===== src/rtl/command_encoder_pkg.sv =====
// Shared definitions for command_encoder: controller opcodes, core field widths,
// frame-walk states, field-presence mask bits and the field-ordering helper.
package command_encoder_pkg;

    // Field widths mirror the core's block instruction and register address sizes.
    localparam int unsigned BLOCK_INSTR_WIDTH    = 32;
    localparam int unsigned BLOCK_REG_ADDR_WIDTH = 4;
    localparam int unsigned INSTR_BYTES          = BLOCK_INSTR_WIDTH / 8;

    localparam logic [7:0] COMMAND_WRITE_BLOCK_INSTR  = 8'h01;
    localparam logic [7:0] COMMAND_WRITE_BLOCK_REG    = 8'h02;
    localparam logic [7:0] COMMAND_UPDATE_BLOCK_REG   = 8'h03;
    localparam logic [7:0] COMMAND_ALLOC_DELAY        = 8'h04;
    localparam logic [7:0] COMMAND_SET_INPUT_GAIN     = 8'h05;
    localparam logic [7:0] COMMAND_SET_OUTPUT_GAIN    = 8'h06;
    localparam logic [7:0] COMMAND_COMMIT_REG_UPDATES = 8'h07;
    localparam logic [7:0] COMMAND_SWAP_PIPELINES     = 8'h08;
    localparam logic [7:0] COMMAND_RESET_PIPELINE     = 8'h09;

    typedef enum logic [2:0] {
        ST_IDLE,
        ST_OPCODE,
        ST_BLOCK,
        ST_REG,
        ST_DATA,
        ST_INSTR,
        ST_DELAY
    } cmd_state_t;

    localparam int unsigned F_BLOCK    = 0;
    localparam int unsigned F_REG      = 1;
    localparam int unsigned F_DATA     = 2;
    localparam int unsigned F_INSTR    = 3;
    localparam int unsigned F_DELAY    = 4;
    localparam int unsigned NUM_FIELDS = 5;

    typedef logic [NUM_FIELDS-1:0] field_mask_t;

    // First present field strictly after cur in frame order; ST_IDLE ends the frame.
    function automatic cmd_state_t next_field(input cmd_state_t cur, input field_mask_t mask);
        field_mask_t later;
        field_mask_t rem;
        cmd_state_t  nxt;
        case (cur)
            ST_OPCODE: later = 5'b11111;
            ST_BLOCK:  later = 5'b11110;
            ST_REG:    later = 5'b11100;
            ST_DATA:   later = 5'b11000;
            ST_INSTR:  later = 5'b10000;
            default:   later = '0;
        endcase
        rem = mask & later;
        if (rem[F_BLOCK])      nxt = ST_BLOCK;
        else if (rem[F_REG])   nxt = ST_REG;
        else if (rem[F_DATA])  nxt = ST_DATA;
        else if (rem[F_INSTR]) nxt = ST_INSTR;
        else if (rem[F_DELAY]) nxt = ST_DELAY;
        else                   nxt = ST_IDLE;
        return nxt;
    endfunction

endpackage


===== src/rtl/command_encoder_field_map.sv =====
// Combinational opcode decode: which operand fields follow the opcode byte,
// and whether the opcode is unknown to control_unit.
module command_encoder_field_map
    import command_encoder_pkg::*;
(
    input  logic [7:0]  opcode,
    output field_mask_t mask,
    output logic        unknown
);

    always_comb begin
        mask    = '0;
        unknown = 1'b0;
        case (opcode)
            COMMAND_WRITE_BLOCK_INSTR: begin
                mask[F_BLOCK] = 1'b1;
                mask[F_INSTR] = 1'b1;
            end
            COMMAND_WRITE_BLOCK_REG,
            COMMAND_UPDATE_BLOCK_REG: begin
                mask[F_BLOCK] = 1'b1;
                mask[F_REG]   = 1'b1;
                mask[F_DATA]  = 1'b1;
            end
            COMMAND_ALLOC_DELAY: begin
                mask[F_DATA]  = 1'b1;
                mask[F_DELAY] = 1'b1;
            end
            COMMAND_SET_INPUT_GAIN,
            COMMAND_SET_OUTPUT_GAIN: begin
                mask[F_DATA] = 1'b1;
            end
            COMMAND_COMMIT_REG_UPDATES,
            COMMAND_SWAP_PIPELINES,
            COMMAND_RESET_PIPELINE: begin
                mask = '0;
            end
            default: unknown = 1'b1;
        endcase
    end

endmodule


===== src/rtl/command_encoder.sv =====
// Frames engine commands into control_unit's byte stream (opcode, then fields MSB-first).
// Define CMD_ENC_BYTE_GAP_EN to insert a one-cycle out_valid bubble after every accepted byte.
module command_encoder
    import command_encoder_pkg::*;
#(
    parameter int unsigned n_blocks   = 256,
    parameter int unsigned data_width = 16
) (
    input  logic                            clk,
    input  logic                            reset,
    input  logic                            cmd_valid,
    output logic                            cmd_ready,
    input  logic [7:0]                      cmd_opcode,
    input  logic [$clog2(n_blocks)-1:0]     cmd_block,
    input  logic [BLOCK_REG_ADDR_WIDTH-1:0] cmd_reg,
    input  logic [data_width-1:0]           cmd_data,
    input  logic [BLOCK_INSTR_WIDTH-1:0]    cmd_instr,
    input  logic [2*data_width-1:0]         cmd_delay,
    output logic [7:0]                      out_byte,
    output logic                            out_valid,
    input  logic                            next,
    output logic                            cmd_error,
    output logic                            busy,
    output logic [15:0]                     frames_sent
);

    localparam int unsigned DATA_BYTES  = data_width / 8;
    localparam int unsigned DELAY_BYTES = (2 * data_width) / 8;

    cmd_state_t state, state_nx, follow_st;

    field_mask_t map_mask, mask_r;
    logic        map_unknown;

    logic [7:0]                   opcode_r;
    logic [7:0]                   block_byte_r;
    logic [7:0]                   reg_byte_r;
    logic [data_width-1:0]        data_sh;
    logic [BLOCK_INSTR_WIDTH-1:0] instr_sh;
    logic [2*data_width-1:0]      delay_sh;
    logic [7:0]                   byte_ctr;
    logic [7:0]                   field_bytes;

    logic accept, advance, field_last, frame_done, gap;

    command_encoder_field_map u_field_map (
        .opcode  (cmd_opcode),
        .mask    (map_mask),
        .unknown (map_unknown)
    );

    assign accept     = cmd_valid && cmd_ready;
    assign advance    = out_valid && next;
    assign field_last = (byte_ctr == field_bytes - 8'd1);
    assign follow_st  = next_field(state, mask_r);
    assign frame_done = advance && field_last && (follow_st == ST_IDLE);

`ifdef CMD_ENC_BYTE_GAP_EN
    logic gap_r;

    always_ff @(posedge clk or posedge reset) begin
        if (reset) gap_r <= 1'b0;
        else       gap_r <= advance && !frame_done;
    end

    assign gap = gap_r;
`else
    assign gap = 1'b0;
`endif

    always_ff @(posedge clk or posedge reset) begin
        if (reset) state <= ST_IDLE;
        else       state <= state_nx;
    end

    always_comb begin
        state_nx = state;
        if (state == ST_IDLE) begin
            if (accept && !map_unknown) state_nx = ST_OPCODE;
        end else if (advance && field_last) begin
            state_nx = follow_st;
        end
    end

    always_comb begin
        cmd_ready = (state == ST_IDLE);
        busy      = (state != ST_IDLE);
        out_valid = busy && !gap;
        case (state)
            ST_OPCODE: out_byte = opcode_r;
            ST_BLOCK:  out_byte = block_byte_r;
            ST_REG:    out_byte = reg_byte_r;
            ST_DATA:   out_byte = data_sh[data_width-1 -: 8];
            ST_INSTR:  out_byte = instr_sh[BLOCK_INSTR_WIDTH-1 -: 8];
            ST_DELAY:  out_byte = delay_sh[2*data_width-1 -: 8];
            default:   out_byte = 8'h00;
        endcase
    end

    always_comb begin
        case (state)
            ST_DATA:  field_bytes = 8'(DATA_BYTES);
            ST_INSTR: field_bytes = 8'(INSTR_BYTES);
            ST_DELAY: field_bytes = 8'(DELAY_BYTES);
            default:  field_bytes = 8'd1;
        endcase
    end

    // Multi-byte fields are shifted left on each accepted byte so the MSB is always on top.
    always_ff @(posedge clk or posedge reset) begin
        if (reset) begin
            mask_r       <= '0;
            opcode_r     <= '0;
            block_byte_r <= '0;
            reg_byte_r   <= '0;
            data_sh      <= '0;
            instr_sh     <= '0;
            delay_sh     <= '0;
            byte_ctr     <= '0;
            cmd_error    <= 1'b0;
            frames_sent  <= '0;
        end else begin
            cmd_error <= accept && map_unknown;
            if (accept) begin
                mask_r       <= map_mask;
                opcode_r     <= cmd_opcode;
                block_byte_r <= 8'(cmd_block);
                reg_byte_r   <= 8'(cmd_reg);
                data_sh      <= cmd_data;
                instr_sh     <= cmd_instr;
                delay_sh     <= cmd_delay;
                byte_ctr     <= '0;
            end else if (advance) begin
                if (field_last) byte_ctr <= '0;
                else            byte_ctr <= byte_ctr + 8'd1;
                case (state)
                    ST_DATA:  data_sh  <= data_sh << 8;
                    ST_INSTR: instr_sh <= instr_sh << 8;
                    ST_DELAY: delay_sh <= delay_sh << 8;
                    default:  ;
                endcase
            end
            if (frame_done) frames_sent <= frames_sent + 16'd1;
        end
    end

endmodule


===== config.mk =====
export PLATFORM = sky130hd
export DESIGN_NAME = command_encoder
export DESIGN_NICKNAME = d
export VERILOG_FILES = /design/src/rtl/command_encoder_pkg.sv /design/src/rtl/command_encoder_field_map.sv /design/src/rtl/command_encoder.sv
export SDC_FILE = /design/constraint.sdc
export NUM_CORES = 1
export LEC_CHECK = 0
export ABC_AREA = 1
export ABC_CLOCK_PERIOD_IN_PS = 3700
export CAP_MARGIN = 20
export CELL_PAD_IN_SITES_DETAIL_PLACEMENT = 1
export CELL_PAD_IN_SITES_GLOBAL_PLACEMENT = 2
export CORE_ASPECT_RATIO = 0.9
export CORE_MARGIN = 2
export CORE_UTILIZATION = 28
export DETAILED_ROUTE_END_ITERATION = 10
export PLACE_DENSITY = 0.82
export RECOVER_POWER = 25
export SLEW_MARGIN = 10
export SYNTH_ARGS = -nofsm -noshare
export SYNTH_HDL_FRONTEND = slang
export SYNTH_HIERARCHICAL = 1
export SYNTH_SLANG_ARGS = --single-unit
export TNS_END_PERCENT = 5

===== constraint.sdc =====
create_clock -name clk -period 3.7 [get_ports clk]
set_input_delay 0.37 -clock clk [delete_from_list [all_inputs] [get_ports clk]]
set_output_delay 0.37 -clock clk [all_outputs]
set_load 0.03 [all_outputs]

Yosys cells after proc, flatten, opt, wreduce, memory -nomap -nowiden
Index checks and enable logic that the tools add are counted.
- magnitude comparators: 0
- reduce and logical (&&, ||, !) cells: 23
- shifts and indexed selects: 0
- add/sub/neg operators: 3
- equality and inequality tests: 17
- multiplexer cells: 29
- $mul: 0
- bitwise gates (word level): 1
- divide/modulo/power cells: 0
- operators by type and width (operator ; number):
    32-bit two-way mux ; 6
    16-bit two-way mux ; 3
    8-bit case mux with 6 select lines ; 1
    8-bit by 3-bit == test with 1-bit output, second input constant ; 4
    5-bit case mux with 5 select lines ; 1
    3-bit two-way mux ; 8
    8-bit two-way mux ; 3
    16-bit by 1-bit adder with 16-bit output, second input constant ; 1
    8-bit by 2-bit == test with 1-bit output, second input constant ; 2
    8-bit by 4-bit == test with 1-bit output, second input constant ; 2
    2-bit nonzero test ; 5
    3-bit == test, second input constant ; 3
    9-bit OR reduction ; 1
    8-bit by 1-bit adder with 8-bit output, second input constant ; 1
    8-bit by 1-bit == test with 1-bit output, second input constant ; 1
    8-bit == test ; 1
    2-bit AND reduction ; 4
    8-bit by 1-bit subtractor with 8-bit output, second input constant ; 1
    3-bit by 2-bit == test with 1-bit output, second input constant ; 2
    1-bit logical AND ; 6
    3-bit logical NOT ; 2
    1-bit two-way mux ; 6
    3-bit case mux with 2 select lines ; 1
    5-bit bitwise AND ; 1
    6 further kinds ; 7
- flip-flop bits (word level): 133
- latch bits: 0
- output and inout bits: 28
- memories kept: 0
- memory bits (read-only): 0
- input port bits: 104
- memory bits (writable): 0

Logic depth before layout (Yosys ltp)
- depth in word-level cells: 10
- mapped depth: 11
- gate-level depth less buffers: 11

Modules after synthesis
Netlist, hierarchy kept.
- modules (own cells, without submodules) (module ; times used ; sequential area each (sq um) ; area each (sq um) ; cells an instance):
    command_encoder ; 1 ; 3328.2 ; 6631.4 ; 791
    command_encoder_field_map ; 1 ; 0.0 ; 132.6 ; 27

Worst setup path after synthesis
No wires, ideal clock.
- kind: register to output
- start: reg state[1]
- end: out out_byte[4]
- data required time: 3.330 ns
- buffers on the path: 0
- stages on the path, launching flop included: 7
- data arrival time: 1.347 ns
- path slack: 1.983 ns
- cell sequence: dfrtp_1 inv_2 nor3_4 inv_1 o21ai_0 a21oi_1 nand3_1
- word-level cells in the longest chain between the ends: 2
- ends and longest elaborated chain (item ; line ; RTL):
    from (decl) ; command_encoder.sv:30 ; cmd_state_t state, state_nx, follow_st;
    from (signal assigned) ; command_encoder.sv:73 ; else state <= state_nx;
    3-bit == test (tied with other cells) ; command_encoder.sv:89 ; case (state)
    8-bit case mux with 6 select lines (*) ; command_encoder.sv:89 ;
    to (decl) ; command_encoder.sv:19 ; output logic [7:0] out_byte,
Mark *: on every way between the ends. The rest lies on a longest branch, timed or not.

Worst setup path in the final report
- start: reg state[2]
- end: out out_byte[1]
The elaborated chain is that of the path after synthesis.

==> results.md <==
- Post-Synth XOR/XNOR Area: 0.0168
- DR iter-0 viols: 329
- Largest family of logic cells by synthesized area: simple AND/OR/NAND/NOR gates
- Internal power: 4.03 mW
- Post-CTS Resized: 0
- Total GRT Usage: 0.172
- Share of total power in combinational logic: 0.357
- Ys Warns: 6
- Final setup viols: 0
- Post-CTS Setup Inserts: 0
- Largest net degree at the start of global routing: 54
- WL/cell: 16.4 um
- CP Cell Sequence: inv_2 -> nand3_2 -> inv_1 -> a22oi_1 -> o2111ai_1 -> clkdlybuf4s50_1
- WL final: 20700 um
- Crit-path max cell delay: 0.68 ns
- RD Place Congestion: 0.776
- Most common cell after layout, fill and taps aside: nand2_1
- Switching share of power: 0.385
- Adder-cell share of the synthesized area: 0.00370
- Worst hold slack: 0.465 ns
- Vias in the first global route: 6251
- Sequential Power Share: 0.372
- Initial antenna violation count: 1
- Slew Limit Fails: 35
- Failing checks: capacitance limit, slew limit
- Sequential-to-total area share from yosys stat: 0.492
- Number of distinct library cells after synthesis: 38
- Max VDD drop: 0.322 mV
- Area Growth Syn to Fin: 31.6%
- Share of the synthesized area in the top cell type: 0.492
- Final design utilization: 0.378
- Min-Delay Path Depth: 2
- Placed cells: 1224
- Simple-gate share of the synthesized area: 0.259
- Area of the core: 23500 sq um
- Status: complete, but fails checks
- Fraction of layout cells with a size suffix above 1: 0.0860
- Max Fanout on Critical Path: 8
- CTS buffer count: 17
- Fin worst setup slack: 0.611 ns
- Net count reported at finish: 1047
- Starting Density: 0.287
- Worst endpoint required time: 3.33 ns
- Mux contribution to synthesized area: 0
- Yosys top cell by area: dfrtp_1
- Kind of critical path: reg2out
- Htree depth: 4
- Syn Inst Count: 818
- CTS tree: done
- # DRC: 0
- Crit path arrival time: 2.72 ns
- Slew @ Worst Pin: 1.59 ns
- Final Hold Vio Count: 0
- Pwr Density: 737 nW/um^2
- Type of the worst min-delay path: reg2reg
- Synthesized area: 6760 sq um
- Post-synthesis net count: 924
- Setup TNS: 0 ns
- Drt first pass iters: 5
- IO buf count: 131
- Reg2reg path depth: 8
- Critical path's slowest cell: clkdlybuf4s50_1
- Average size of a mapped cell: 8.27 sq um
- Die height: 151 um
- Clk pwr share: 0.271
- Total grt overflow: 0
- Root Driver: clkbuf_16
- Drt via density: 4.68
- Non-Filler Instances: 1257
- First-pass GRT wire length: 33600 um
- Boundary Pins: 132
- Final Critical Period: 3.09 ns
- Cell Rows: 53
- Synth top area cells: dfrtp_1 (49%), nand2_1 (15%), inv_1 (5.3%)
- Setup Skew: 0.0106 ns
- Final ANT Viol Nets: 0
- Slew HR: -0.0658
- Clk slew on worst S/H paths: 0.06 ns
- DR vias: 5880
- Fin crit share: 0.835
- DP Worst Slack: 1.10 ns
- Complex-gate fraction of the synthesized area: 0.135
- Die width: 168 um
- Peak Freq: 0.324 GHz
- Longest Clk Path Bufs: 2
- Clock Latency Late Sink: 0.43 ns
- Switch Pwr: 2.53 mW
- Register area: 3330 sq um
- Fillers: 2778
- Critical Path Source Type: flip-flop
- Hold_buf cts: 0
- CTS Sinks: 133
- RSZ-0062 raised after global routing: false
- Die ar.: 25400 sq um
- Multi-input logic area: 2810 sq um
- HPWL after DPL: 15100 um
- Top library cells by usage in the layout, fill and taps aside: nand2_1 (265), dfrtp_1 (133), clkdlybuf4s50_1 (130)
- Synth Register Bits: 133
- MaxCap Viol Count: 1
- Critical path endpoint category: output pin
- Leakage power: 4.11 nW
==> cells in the mapped netlist (all sizes together) <==
master,count
nor3,11
nor2,44
nand3b,9
a21oi,12
o221ai,15
ha,2
o211ai,25
o2111ai,3
nand4,11
o22ai,8
clkbuf,3
nand3,40
o21ai,53
dfrtp,133
nand2,278
a22oi,5
buf,31
inv,105
xor2,13
a21boi,1
o21bai,16
==> power by group through the flow <==
stage	Sequential, mW	Clock, mW	Combinational (mW)
floorplan	2.49	0	1.48
global placement	2.44	0	2.32
detailed placement	2.47	0	2.36
CTS	2.44	1.82	2.38
global route	2.51	1.89	2.62
finish	2.44	1.78	2.34
==> state kept, by name (all words and copies together) (netlist names) <==
| signal | cells |
|---|---|
| data_sh | 16 |
| instr_sh | 32 |
| block_byte_r | 8 |
| byte_ctr | 8 |
| opcode_r | 8 |
| cmd_error | 1 |
| frames_sent | 16 |
| delay_sh | 32 |
| reg_byte_r | 4 |
| state | 3 |
| mask_r | 5 |
==> cells by family (layout without fill, tap and decap cells) <==
group | count (synthesis) | in the layout
xor gates and xnor gates | 13 | 13
AOI/OAI and AO/OA | 138 | 138
adders and majority gates | 2 | 2
other | 0 | 1
buffers and inverters | 139 | 275
and+or+nand+nor | 393 | 393
DFF | 133 | 133
==> area by class of cell <==
type	count	area share
Sequential cell	133	0.374
Clock buffer	19	0.0498
Tap cell	302	0.0425
Clock inverter	13	0.0193
Multi-Input combinational cell	546	0.316
Antenna cell	1	0.000281
Inverter	105	0.0447
Timing Repair Buffer	138	0.154
==> final timing paths <==
path,slack [ns],endpoint,start
max,0.61,out_byte[1],state[2]
min,0.47,instr_sh[1],instr_sh[1]
max reg2reg,1.22,delay_sh[16],state[0]
min reg2reg,0.47,instr_sh[1],instr_sh[1]
max in group asynchronous,0.92,byte_ctr[4],reset
min in group asynchronous,0.78,frames_sent[7],reset
==> per-stage QoR <==
| stage | area (sq um) | power (mW) |
|---|---|---|
| global placement | 8300 | 4.76 |
| CTS | 8920 | 6.64 |
| global route | 8900 | 7.02 |
| detailed placement | 8300 | 4.83 |
| finish | 8900 | 6.56 |
| floorplan | 6770 | 3.97 |
==> worst max-delay path: cells and delay by family, from the launching register on <==
family / cells / cell delay [ns]
AOI/OAI and AO/OA: 2 / 0.64
buffers and inverters: 3 / 1.00
DFF: 1 / 0.52
and+or+nand+nor: 1 / 0.13
==> metal layers <==
| layer | global-route usage | wire, um | vias to the layer above |
|---|---|---|---|
| met3 | 0.0353 | 934 | 13 |
| met4 | 0.0517 | 189 | 0 |
| met2 | 0.250 | 8680 | 125 |
| li1 | - | - | 2902 |
| met5 | 0 | 0 | - |
| met1 | 0.256 | 10800 | 2840 |
No activity file was read; power rests on OpenSTA's default activity.
